**config.mk**
```make
export PLATFORM = sky130hd
export DESIGN_NAME = sysbus_arbiter
export DESIGN_NICKNAME = d
export VERILOG_FILES = /design/src/rtl/sysbus_arbiter.sv
export SDC_FILE = /design/constraint.sdc
export NUM_CORES = 1
export LEC_CHECK = 0
export ABC_AREA = 1
export BUFFER_PORTS_ARGS = -buffer_cell sky130_fd_sc_hd__clkbuf_2
export CELL_PAD_IN_SITES_DETAIL_PLACEMENT = 0
export CELL_PAD_IN_SITES_GLOBAL_PLACEMENT = 2
export CORE_AREA = 2 2 235 237
export CTS_BUF_LIST = sky130_fd_sc_hd__clkbuf_4 sky130_fd_sc_hd__clkbuf_8
export CTS_CLUSTER_SIZE = 20
export DETAILED_ROUTE_END_ITERATION = 8
export DIE_AREA = 0 0 237 239
export PLACE_DENSITY_LB_ADDON = 0.1
export SLEW_MARGIN = 20
export SYNTH_ARGS = -nofsm -noshare
export SYNTH_HDL_FRONTEND = slang
export SYNTH_SLANG_ARGS = --single-unit
```
**constraint.sdc**
```tcl
create_clock -name clk -period 3.6 [get_ports clk]
set_input_delay 0.18 -clock clk [delete_from_list [all_inputs] [get_ports clk]]
set_output_delay 0.18 -clock clk [all_outputs]
set_load 0.1 [all_outputs]
```
**src/rtl/sysbus_arbiter.sv**
```systemverilog
// sysbus_arbiter: round-robin arbiter sharing one Sysbus port between fetch (m0) and data (m1)
module sysbus_arbiter #(
    parameter int BUS_DATA_WIDTH = 64,
    parameter int BUS_TAG_WIDTH  = 13,
    parameter int BEATS          = 8
) (
    input  logic                      clk,
    input  logic                      reset,
    input  logic                      m0_reqcyc,
    input  logic [BUS_DATA_WIDTH-1:0] m0_req,
    input  logic [BUS_TAG_WIDTH-1:0]  m0_reqtag,
    input  logic [BUS_DATA_WIDTH-1:0] m0_wdata,
    output logic                      m0_reqack,
    output logic                      m0_wready,
    output logic                      m0_respcyc,
    output logic [BUS_DATA_WIDTH-1:0] m0_resp,
    output logic [BUS_TAG_WIDTH-1:0]  m0_resptag,
    input  logic                      m1_reqcyc,
    input  logic [BUS_DATA_WIDTH-1:0] m1_req,
    input  logic [BUS_TAG_WIDTH-1:0]  m1_reqtag,
    input  logic [BUS_DATA_WIDTH-1:0] m1_wdata,
    output logic                      m1_reqack,
    output logic                      m1_wready,
    output logic                      m1_respcyc,
    output logic [BUS_DATA_WIDTH-1:0] m1_resp,
    output logic [BUS_TAG_WIDTH-1:0]  m1_resptag,
    output logic                      bus_reqcyc,
    output logic [BUS_DATA_WIDTH-1:0] bus_req,
    output logic [BUS_TAG_WIDTH-1:0]  bus_reqtag,
    output logic                      bus_respack,
    input  logic                      bus_reqack,
    input  logic                      bus_respcyc,
    input  logic [BUS_DATA_WIDTH-1:0] bus_resp,
    input  logic [BUS_TAG_WIDTH-1:0]  bus_resptag
);
    localparam int CW = $clog2(BEATS) + 1;

    typedef enum logic [1:0] {IDLE, REQ, WDATA, RDATA} state_t;

    state_t state, state_nx;
    logic owner;
    logic prio;
    logic [BUS_DATA_WIDTH-1:0] addr;
    logic [BUS_TAG_WIDTH-1:0] tag;
    logic [CW-1:0] cnt;
    logic gnt_any, gnt_m1, last_beat, act, in_req, in_wr, in_rd, rack;

    // prio=1 means m1 is favoured when both masters request together
    assign gnt_any   = m0_reqcyc || m1_reqcyc;
    assign gnt_m1    = m1_reqcyc && (!m0_reqcyc || prio);
    assign last_beat = cnt == CW'(BEATS - 1);

    // state register plus latched grant, priority pointer and beat counter
    always_ff @(posedge clk) begin
        if (reset) begin
            state <= IDLE;
            owner <= 1'b0;
            prio  <= 1'b0;
            addr  <= '0;
            tag   <= '0;
            cnt   <= '0;
        end else begin
            state <= state_nx;
            if (state == IDLE && gnt_any) begin
                owner <= gnt_m1;
                addr  <= gnt_m1 ? m1_req : m0_req;
                tag   <= gnt_m1 ? m1_reqtag : m0_reqtag;
                cnt   <= '0;
            end
            if (state == REQ && bus_reqack)
                prio <= ~owner;
            if (state == WDATA || (state == RDATA && bus_respcyc))
                cnt <= cnt + CW'(1);
        end
    end

    // next-state: tag MSB set means read, clear means write
    always_comb begin
        state_nx = state;
        case (state)
            IDLE:    state_nx = gnt_any ? REQ : IDLE;
            REQ:     state_nx = !bus_reqack ? REQ : tag[BUS_TAG_WIDTH-1] ? RDATA : WDATA;
            WDATA:   state_nx = last_beat ? IDLE : WDATA;
            RDATA:   state_nx = (bus_respcyc && last_beat) ? IDLE : RDATA;
            default: state_nx = IDLE;
        endcase
    end

    // outputs are forced low while reset is held, whatever the state register holds
    assign act    = !reset;
    assign in_req = act && state == REQ;
    assign in_wr  = act && state == WDATA;
    assign in_rd  = act && state == RDATA;
    assign rack   = in_req && bus_reqack;

    assign bus_reqcyc  = in_req || in_wr;
    assign bus_req     = in_req ? addr : in_wr ? (owner ? m1_wdata : m0_wdata) : '0;
    assign bus_reqtag  = (in_req || in_wr) ? tag : '0;
    assign bus_respack = act && bus_respcyc;

    assign m0_reqack  = rack && !owner;
    assign m1_reqack  = rack && owner;
    assign m0_wready  = in_wr && !owner;
    assign m1_wready  = in_wr && owner;
    assign m0_respcyc = in_rd && !owner && bus_respcyc;
    assign m1_respcyc = in_rd && owner && bus_respcyc;
    assign m0_resp    = (in_rd && !owner) ? bus_resp : '0;
    assign m1_resp    = (in_rd && owner) ? bus_resp : '0;
    assign m0_resptag = (in_rd && !owner) ? bus_resptag : '0;
    assign m1_resptag = (in_rd && owner) ? bus_resptag : '0;
endmodule

```
Word-level counts from Yosys, hierarchy flattened:

Cells that the tools add are included.

* add/subtract/negate cells: 1
* equality and inequality tests: 4
* mux-type cells: 18
* bitwise operators: 1
* reduce and logical (&&, ||, !) cells: 27

Operators by type and width (number)
* 2-to-1 mux 64 bit: 6
* 2-to-1 mux 13 bit: 4
* logical AND 1 bit: 18
* 2-to-1 mux 4 bit: 2
* one-hot mux 2 bit (4 select lines): 1
* 2-to-1 mux 2 bit: 3
* adder 4 x 1 -> 4 bit, second input constant: 1
* equality test 2 bit, second input constant: 2
* equality test 4 x 3 -> 1 bit, second input constant: 1
* logical OR 1 bit: 4
* logical NOT 1 bit: 3
* equality test 2 x 1 -> 1 bit, second input constant: 1
* logical NOT 2 bit: 1
* 2-to-1 mux 1 bit: 2
* nonzero test 2 bit: 1
* inverter 1 bit: 1

* bits in registers: 85
* input bits: 365
* output and inout bits: 239
* word-level logic and storage cells: 57

Depth between registers and ports, before layout:

Gate-level depths: netlist (run 1).

* word-level depth: 4
* gate-level depth with buffers: 9
* depth with buffers taken out: 7

Least setup slack after synthesis (run 1):

No wires, ideal clock.

* kind: register to output
* start point: reg state[0]
* end point: out m0_resp[55]
* data arrival time: 2.294 ns
* data required time: 3.420 ns
* setup slack: 1.126 ns
* stages on the path, launching flop included: 8
* path buffers: 3
* path through: dfxtp_1 -> buf_4 -> nand2_1 -> inv_2 -> nand3_1 -> buf_2 -> buf_2 -> nor2_1

* longest elaborated chain between the ends: 4

Ends and longest elaborated chain
* from (decl): line 40 `state_t state, state_nx;`
* from (signal assigned): line 63 `state <= state_nx;`
* equality test 2 bit: line 93 `assign in_rd = act && state == RDATA;`
* logical AND 1 bit: line 93
* logical AND 1 bit: line 107 `assign m0_resp = (in_rd && !owner) ? bus_resp : '0;`
* 2-to-1 mux 64 bit: line 107
* to (decl): line 16 `output logic [BUS_DATA_WIDTH-1:0] m0_resp,`

Every way passes these cells.

Final worst setup path (run 1):

* start point: reg state[1]
* end point: out bus_req[56]

* longest elaborated chain between the ends: 4
* elaborated cells on any way between the ends: 6
* classes of those cells: eq/ne (2); mux (2); reduce/logical (2)

Ends and longest elaborated chain
* equality test 2 bit: line 92 `assign in_wr = act && state == WDATA;`
* logical AND 1 bit: line 92
* 2-to-1 mux 64 bit: line 97 `assign bus_req = in_req ? addr : in_wr ? (owner ? m1_wdata : m0_wdata) : '0;`
* 2-to-1 mux 64 bit (*): line 97
* to (decl): line 28 `output logic [BUS_DATA_WIDTH-1:0] bus_req,`

Mark *: on every way between the ends. The rest lies on a longest branch, timed or not.

==> flow_metrics.tcl, run 1 <==
set metrics [dict create \
    fin_crit_sh_pct 74.2 \
    synth_area_per_cell_um2 5.24 \
    drc 0 \
    p_sw_mw 1.73 \
    tns_ps 0 \
    hold_class "in -> reg" \
    start_util_pct 12.4 \
    core_um2 54300 \
    p_leak_nw 6.52 \
    yosysUniqueCellTypes 21 \
    clk_path_buf_depth 2 \
    rows 86 \
    grt_setup_unrepaired "no" \
    cts_root_buffer "clkbuf_8" \
    synth_nets 1654 \
    vias 9527 \
    met3_usage_pct 3.46 \
    cts.sinks 85 \
    holdBufCountCts 0 \
    ir_drop_v 0.000159 \
    wl_um 45100 \
    synth_ff_type "dfxtp_1" \
    power_mw 3.59 \
    power.density_nw_per_um2 342 \
    die_area_um2 56600 \
    synth_top_area_cell "dfxtp_1" \
    syn_inst 1288 \
    overflow 0 \
    place_inst 2519 \
    seq_area_frac_synth_pct 25.2 \
    grtUsageTotal_pct 15.2 \
    fillers 6539 \
    io_pins 604 \
    drtIter0Drc 466 \
    dpl_cell_area_um2 10300 \
    skew_ps 7.85 \
    ys_top_cells_by_count "nand2_1, nor2_1, nand3_1, inv_1, dfxtp_1" \
    finalWorstSetupSlack_ps 929 \
    finish.utilization_pct 19.3 \
    cp-start-kind "flop" \
    finalHoldViolCount 0 \
    cts_made_buffers 9 \
    avgViaCountPerCell 3.76 \
    worst-path-max-fanout 57 \
    crit_required_ps 3420 \
    worst_pin_slew_ps 1070 \
    drv_slew 0 \
    worstSetupEndpointType "output port" \
    areaGrowthSynthToFinish_pct 55.4 \
    synthArstFlopShare_pct 0 \
    whs_ps 81.0 \
    cts_tree "built" \
    run_status "completed" \
    drt-pass1-iter-count 5 \
    p_int_mw 1.86 \
    yosysMostFrequentCell "nand2_1" \
    relSlewSlack_pct 29.0 \
    clkPwrFrac_pct 20.3 \
    clk_latency_ps 380 \
    routedWlPerCell_um 17.8 \
    setup_viol 0 \
    cap_violations 0 \
    post-synth-top-area-fraction_pct 25.2 \
    synth_area_leaders "dfxtp_1, nand2_1, nor2_1" \
    hpwl_um 35600 \
    antenna_found_initial 6 \
    switching_share_pct 48.1 \
    place.gp.congestion 0.785 \
    fin_crit_ps 2670 \
    grt_max_degree 79 \
    fmax_ghz 0.374 \
    layout-drive-gt1-share_pct 35.3 \
    fin_nets 2192 \
    finalNonFillerCells 2536 \
    synth_edf_count 0 \
    synth_warnings 0 \
    gr-usage-met2_pct 26.0 \
    port_buffers 603 \
    arrival_ps 2490 \
    combPwrFrac_pct 47.5 \
    ys_ff_latch 85 \
    seqPwrFrac_pct 32.2 \
    busiest_layer "met2" \
    clkTransAtPathRegs_ps 90 \
    pre_cts_ws_ps 1170 \
    first_global_vias 9304 \
    syn_area_um2 6750 \
    fin_area_um2 10500 \
    dieWidth_um 237 \
    fp.dieH_um 239 \
    grt_pass1_wl_um 63900 \
    met1_usage_pct 19.9 \
    path_class "reg -> out" \
    final_antenna_net_count 0 \
    htreeDepth 3 \
    cts_setup_buffers 0 \
    cts_resized 0 \
]
-- path summary, 6_finish.rpt --
path              startpoint           to  slack (ps)  cells past startpoint
setup reg to reg    state[0]     addr[59]        1570                      7
hold / removal    m0_req[23]     addr[23]          80                      5
hold reg to reg         prio         prio         470                      2
setup / recovery    state[1]  bus_req[56]         930                      8
-- power by group through the flow --
stage	logic (mW)	clock network, mW	registers, mW
finish	1.71	0.730	1.16
global route	1.88	0.824	1.18
CTS	1.74	0.801	1.16
detailed placement	1.73	0	1.18
global placement	1.73	0	1.18
floorplan	1.27	0	1.16
-- flip-flops by register name, indices dropped and copies added, names as in the netlist --
| name | cells |
|---|---|
| addr | 64 |
| owner | 1 |
| tag | 13 |
| state | 2 |
| prio | 1 |
| cnt | 4 |
-- kinds of logic (layout without fill, tap and decap cells) --
logic type / after synthesis / count (layout) / synth area share, %
DFF: 85 / 85 / 25.2
AOI/OAI and AO/OA: 25 / 25 / 1.91
and+or+nand+nor: 907 / 907 / 55.0
adders and majority gates: 1 / 1 / 0.185
other: 0 / 3 / 0
buffers and inverters: 270 / 811 / 17.7
-- layer usage --
metal  part of all wire (%)  vias up
met5                   0.12        -
met4                   0.53        8
met3                    5.2       20
met2                     49      252
met1                     45     4303
li1                       -     4944
-- layout make-up --
cell class / instances / area, µm² / area share (%)
clock buffer: 12 / 153 / 1.45
multi-input combinational: 933 / 3900 / 37.1
sequential: 85 / 1700 / 16.2
timing repair buffer: 617 / 3140 / 29.9
inverter: 180 / 676 / 6.44
tap: 704 / 881 / 8.40
clock inverter: 2 / 35.0 / 0.334
antenna: 3 / 7.51 / 0.0716
-- layout by cell type, fill, tap and decap left out --
| cell | instances |
|---|---|
| clkbuf_2 | 601 |
| nand2_1 | 363 |
| nor2_1 | 306 |
| nand3_1 | 225 |
| inv_1 | 176 |
| dfxtp_1 | 85 |
| a21oi_1 | 20 |
| buf_4 | 15 |
| clkbuf_8 | 10 |
| inv_2 | 4 |
| nor2_4 | 4 |
| diode_2 | 3 |
| nand4_1 | 3 |
| o21ai_0 | 3 |
| nand3_2 | 2 |
| nand2_4 | 2 |
| clkbuf_4 | 2 |
| nor2_2 | 1 |
| nand2_2 | 1 |
| o21bai_1 | 1 |
| o22ai_1 | 1 |
| ha_1 | 1 |
| clkinv_2 | 1 |
| bufinv_16 | 1 |
| buf_12 | 1 |
-- critical path, stage by stage, from the launching register on --
cell and delay (ps):
dfxtp_1 420, inv_2 100, nor2_2 110, nand2_1 110, nor2_4 310, buf_12 290, nand2_1 90, nand3_1 100
clkbuf_2 480
(Power assumes the default switching activity.)
==> run 2, diff against run 1 <==
- CORE_AREA: 2 2 235 237 -> 2 2 236 238
- DIE_AREA: 0 0 237 239 -> 0 0 238 240
- clock period: 3.6 -> 2.1 ns (I/O delays scaled with it)
==> run 2 against run 1 <==
Compared with the run above: critical endpoint is now bus_req[40]; design area is 58% higher; hold slack got worse by 47 ps; worst setup slack got worse by 870 ps; largest power group unchanged; power up 110%; core utilization rose by 11 points; clock power is 100% higher; combinational power is 130% higher; flip-flop and latch count stayed put; count of clock-buffer cells in the layout shrank 2; final cell count rose by 5.6%.
==> flow_metrics.tcl, run 2 (synthesized netlist as in run 1, its figures left out) <==
set metrics [dict create \
    rr_endpoint "addr[63]" \
    worst-path-max-fanout 7 \
    reg2reg_from "state[1]" \
    power.density_nw_per_um2 449 \
    clkTransAtPathRegs_ps 90 \
    fillers 6052 \
    run_status "completed" \
    avgViaCountPerCell 3.78 \
    wl_um 51300 \
    clk_path_buf_depth 2 \
    path_delay_family "buffers and inverters" \
    die_area_um2 57100 \
    fin_nets 2332 \
    path_class "reg -> out" \
    cp-start-kind "flop" \
    p_leak_nw 8.60 \
    overflow 0 \
    cts_made_buffers 9 \
    rows 86 \
    drtIter0Drc 360 \
    final_antenna_net_count 0 \
    grtUsageTotal_pct 16.1 \
    finalHoldViolCount 0 \
    drc 0 \
    place.gp.congestion 0.770 \
    pre_cts_ws_ps 279 \
    io_pins 604 \
    routedWlPerCell_um 19.2 \
    finalNonFillerCells 2677 \
    cp_slowest_stage_delay_ps 330 \
    grt_setup_unrepaired "yes" \
    clk_latency_ps 410 \
    start_util_pct 12.4 \
    p_sw_mw 3.27 \
    relSlewSlack_pct 57.9 \
    layout-drive-gt1-share_pct 46.4 \
    hold_end "tag[3]" \
    cp_cell_sequence "buf_6 -> inv_2 -> nand2_1 -> nor2_4 -> buf_12 -> clkbuf_16 -> nand2_1 -> nand3_1 -> buf_12" \
    crit_required_ps 2000 \
    grt_max_degree 98 \
    final_cell_mix "clkbuf_2, nand2_1, buf_12" \
    drt-pass1-iter-count 4 \
    combPwrFrac_pct 53.6 \
    cts.sinks 85 \
    port_buffers 603 \
    tns_ps 0 \
    place_inst 2534 \
    p_int_mw 4.18 \
    crit_slowest_cell "dfxtp_2" \
    hpwl_um 36900 \
    grt_pass1_wl_um 68400 \
    fmax_ghz 0.491 \
    switching_share_pct 43.9 \
    drv_slew 0 \
    rrSetupSlack_ps 140 \
    top_regs "addr: 64 flops, tag: 13 flops, cnt: 4 flops" \
    first_global_vias 10211 \
    skew_ps 10.1 \
    mostFrequentLayoutCell "clkbuf_2" \
    top_register "addr" \
    cp.buffers_inverters 5 \
    min_path_cells 5 \
    cts_root_buffer "clkbuf_8" \
    htreeDepth 3 \
    arrival_ps 1930 \
    worstSetupEndpointType "output port" \
    hold_start "m0_reqtag[3]" \
    fin_crit_sh_pct 97.0 \
    areaGrowthSynthToFinish_pct 146 \
    finalWorstSetupSlack_ps 63.0 \
    r2r_cells 10 \
    ir_drop_v 0.000267 \
    cap_violations 0 \
    antenna_found_initial 3 \
    finish.utilization_pct 30.4 \
    setup_viol 0 \
    clkPwrFrac_pct 19.8 \
    core_um2 54700 \
    hold_class "in -> reg" \
    power_mw 7.45 \
    worst_pin_slew_ps 635 \
    seqPwrFrac_pct 26.7 \
    largest_reg_flops 64 \
    dieWidth_um 238 \
    vias 10132 \
    fin_crit_ps 2040 \
    cts_tree "built" \
    fp.dieH_um 240 \
]
==> run 2: cell types whose count changed in the layout (fill, tap and decap cells not counted), moves of 5 or more <==
cell | previous run | this run
dlygate4sd3_1 | 0 | 85
nand2_1 | 363 | 345
nand3_2 | 2 | 61
clkbuf_2 | 601 | 366
buf_4 | 15 | 27
nor2_1 | 306 | 176
buf_6 | 0 | 12
nor2_2 | 1 | 130
nand2_2 | 1 | 16
nand3_4 | 0 | 5
clkbuf_16 | 0 | 10
nand3_1 | 225 | 162
buf_16 | 0 | 8
buf_12 | 1 | 247
==> run 2: metrics by stage <==
step | hold slack, ps | area, µm²
6_report | 33.6 | 16600
4_1_cts | 0.362 | 15900
5_1_grt | 36.4 | 16600
2_1_floorplan | 296 | 7080
3_5_place_dp | 398 | 14300
3_3_place_gp | 397 | 14300
==> run 2: per-layer routing <==
metal	global-route usage, %	part of all wire (%)
met5	0	0.043
met4	2.94	1.1
met2	29.2	51
met1	18.9	41
met3	4.74	6.3
==> run 2: cell type report <==
class / instances / area (µm²) / share of cell area, %
inverter: 180 / 683 / 4.11
multi-input combinational: 934 / 4650 / 28.0
tap: 704 / 881 / 5.30
sequential: 85 / 1710 / 10.3
clock inverter: 5 / 100 / 0.603
timing repair buffer: 756 / 8450 / 50.9
clock buffer: 10 / 131 / 0.791
antenna: 3 / 7.51 / 0.0452
==> run 2: worst register-to-register path, delay by kind of cell (launching register included) <==
family | cells | cell delay (ps)
buf+inv | 6 | 1130
flops | 1 | 330
simple gates | 4 | 420
==> run 2: power by group through the flow <==
| stage | Combinational (mW) | Sequential, mW | Clock (mW) |
|---|---|---|---|
| after floorplan | 2.22 | 1.98 | 0 |
| after global placement | 3.54 | 2.02 | 0 |
| after detailed placement | 3.54 | 2.02 | 0 |
| after CTS | 3.87 | 1.99 | 1.57 |
| after global routing | 4.33 | 2.02 | 1.61 |
| final | 3.99 | 1.99 | 1.47 |
==> run 2: worst max-delay path by stage <==
stage / startpoint / end / slack [ps] / cells past startpoint
3_3_place_gp: state[1] / bus_req[10] / 290 / 9
5_1_grt: state[0] / bus_req[25] / -50 / 9
3_5_place_dp: owner / m1_resp[49] / 280 / 5
6_report: state[0] / bus_req[40] / 60 / 9
4_1_cts: state[1] / bus_req[43] / -30 / 8
2_1_floorplan: state[0] / m0_resp[55] / -300 / 7
==> run 2: what timing repair did <==
| item | in CTS | in global routing |
|---|---|---|
| hold buffers | 85 | 0 |
| setup endpoints to repair | 128 | 136 |
| endpoints found under the hold margin | 69 | 0 |
| buffers inserted | 5 | 13 |
| pin swaps | 3 | 8 |
| resized for setup | 67 | 65 |
| cloned | 7 | 16 |
==> run 3, diff against run 2 <==
- PLACE_DENSITY_LB_ADDON: 0.1 -> 0.08
==> run 3 against run 2 <==
Compared with the run above: non-clock buffer count increased by 2; flip-flop and latch count unchanged; fmax increased by 1.6%; critical path type unchanged; critical endpoint is now m0_resp[36]; largest power group unchanged; highest routed layer unchanged.
==> flow_metrics.tcl, run 3 (synthesized netlist as in run 1, its figures left out) <==
set metrics [dict create \
    run_status "completed" \
    routedWlPerCell_um 17.9 \
    clkTransAtPathRegs_ps 90 \
    worstSetupEndpointType "output port" \
    fillers 6059 \
    worstSetupStartpoint "state[1]" \
    fin_nets 2333 \
    seqPwrFrac_pct 27.8 \
    wl_um 47900 \
    whs_ps 44.8 \
    power.density_nw_per_um2 446 \
    drv_slew 0 \
    fmax_ghz 0.499 \
    ir_drop_v 0.000262 \
    layout-drive-gt1-share_pct 42.4 \
    reg2reg_from "state[1]" \
    die_area_um2 57100 \
    grt_setup_unrepaired "yes" \
    top_register "addr" \
    final_antenna_net_count 0 \
    cts_tree "built" \
    cap_violations 0 \
    worst-path-max-fanout 39 \
    fin_crit_sh_pct 95.5 \
    fin_crit_ps 2010 \
    cts_made_buffers 9 \
    antenna_found_initial 2 \
    skew_ps 13.4 \
    cp_slowest_stage_delay_ps 360 \
    path_class "reg -> out" \
    setup_viol 0 \
    p_int_mw 3.99 \
    clk_path_buf_depth 2 \
    top_regs "addr: 64 flops, tag: 13 flops, cnt: 4 flops" \
    cp-start-kind "flop" \
    arrival_ps 1900 \
    relSlewSlack_pct 59.7 \
    cp_cell_sequence "buf_6 -> nand2_1 -> inv_2 -> nand3_4 -> clkbuf_16 -> nor2_2 -> buf_12" \
    grt_pass1_wl_um 67000 \
    cts.sinks 85 \
    dpl_cell_area_um2 14300 \
    dieWidth_um 238 \
    drc 0 \
    switching_share_pct 44.6 \
    vias 10171 \
    largest_reg_flops 64 \
    clkPwrFrac_pct 17.8 \
    drtIter0Drc 377 \
    io_pins 604 \
    port_buffers 603 \
    hold_start "m1_req[4]" \
    htreeDepth 3 \
    grtUsageTotal_pct 15.8 \
    p_sw_mw 3.22 \
    rows 86 \
    core_um2 54700 \
    drt-pass1-iter-count 4 \
    finalHoldViolCount 0 \
    place.gp.congestion 0.750 \
    fp.dieH_um 240 \
    grt_max_degree 79 \
    crit_required_ps 2000 \
    combPwrFrac_pct 54.3 \
    fin_area_um2 16200 \
    cts_root_buffer "clkbuf_8" \
    start_util_pct 12.4 \
    hpwl_um 36200 \
    first_global_vias 10372 \
    clk_latency_ps 420 \
    mostFrequentLayoutCell "clkbuf_2" \
    areaGrowthSynthToFinish_pct 139 \
    avgViaCountPerCell 3.80 \
    overflow 0 \
    final_cell_mix "clkbuf_2, nand2_1, buf_12" \
    worst_pin_slew_ps 607 \
    tns_ps 0 \
    crit_slowest_cell "dfxtp_4" \
    hold_class "in -> reg" \
    p_leak_nw 8.10 \
]
[run 3: changes by cell type in the layout (fill, tap and decap cells not counted), moves of 11 or more]
cell,delta
nand3_2,-41
nand3_1,+43
dlygate4sd3_1,+34
buf_4,-14
nand2_1,+14
nand2_2,-11
nor2_1,-11
[run 3: final cells by class]
| cell class | instances | area, µm² | share of cell area [%] |
|---|---|---|---|
| multi-input combinational | 933 | 4400 | 27.2 |
| inverter | 180 | 676 | 4.18 |
| sequential | 85 | 1710 | 10.6 |
| clock inverter | 2 | 35.0 | 0.217 |
| tap | 704 | 881 | 5.45 |
| clock buffer | 13 | 154 | 0.952 |
| antenna | 1 | 2.50 | 0.0155 |
| timing repair buffer | 758 | 8310 | 51.4 |
[run 3: power by group through the flow]
stage	sequential, mW	combinational (mW)	clock, mW
global placement	2.04	3.55	0
global route	2.04	4.25	1.46
detailed placement	2.05	3.55	0
floorplan	1.98	2.22	0
finish	2.00	3.92	1.29
CTS	2.01	3.94	1.42
[run 3: per-layer routing]
layer  share of wire, %  vias up  GRT usage [%]  wire length [µm]
li1                   -     5231              -                 -
met1                 42     4652           18.6             19900
met2                 52      268           29.0             24800
met3                5.9       18           4.40              2830
met4               0.82        2           2.31               391
met5              0.027        -              0                13
[run 3: timing repair]
action / CTS / global route
endpoints found under the hold margin: 71 / 0
pin swaps: 2 / 2
gates cloned: 3 / 4
hold buffers: 119 / 0
buffers inserted: 3 / 4
setup endpoints to repair: 133 / 209
gates resized for setup: 19 / 60
[run 3: worst paths after layout]
| check | endpoint | slack [ps] | cells past startpoint |
|---|---|---|---|
| worst min register to register | prio | 470 | 2 |
| worst max-delay path | m0_resp[36] | 90 | 7 |
| worst min-delay path | addr[4] | 40 | 5 |
| worst max register to register | addr[55] | 130 | 8 |
[run 3: worst max-delay path: cells and delay by family (launching register included)]
kind / cells / cell delay [ps]
and+or+nand+nor: 3 / 400
buffers and inverters: 4 / 700
DFF: 1 / 360
[run 3: stage by stage]
step | setup slack [ps] | instances | utilization (%) | power [mW]
4_1_cts | 1.28 | 2667 | 28.9 | 7.36
2_1_floorplan | -299 | 1288 | - | 4.20
3_5_place_dp | 368 | 2527 | 26.1 | 5.60
5_1_grt | -52.8 | 2675 | 29.6 | 7.76
3_3_place_gp | 371 | 2527 | 26.1 | 5.59
6_report | 94.3 | 2676 | 29.6 | 7.21
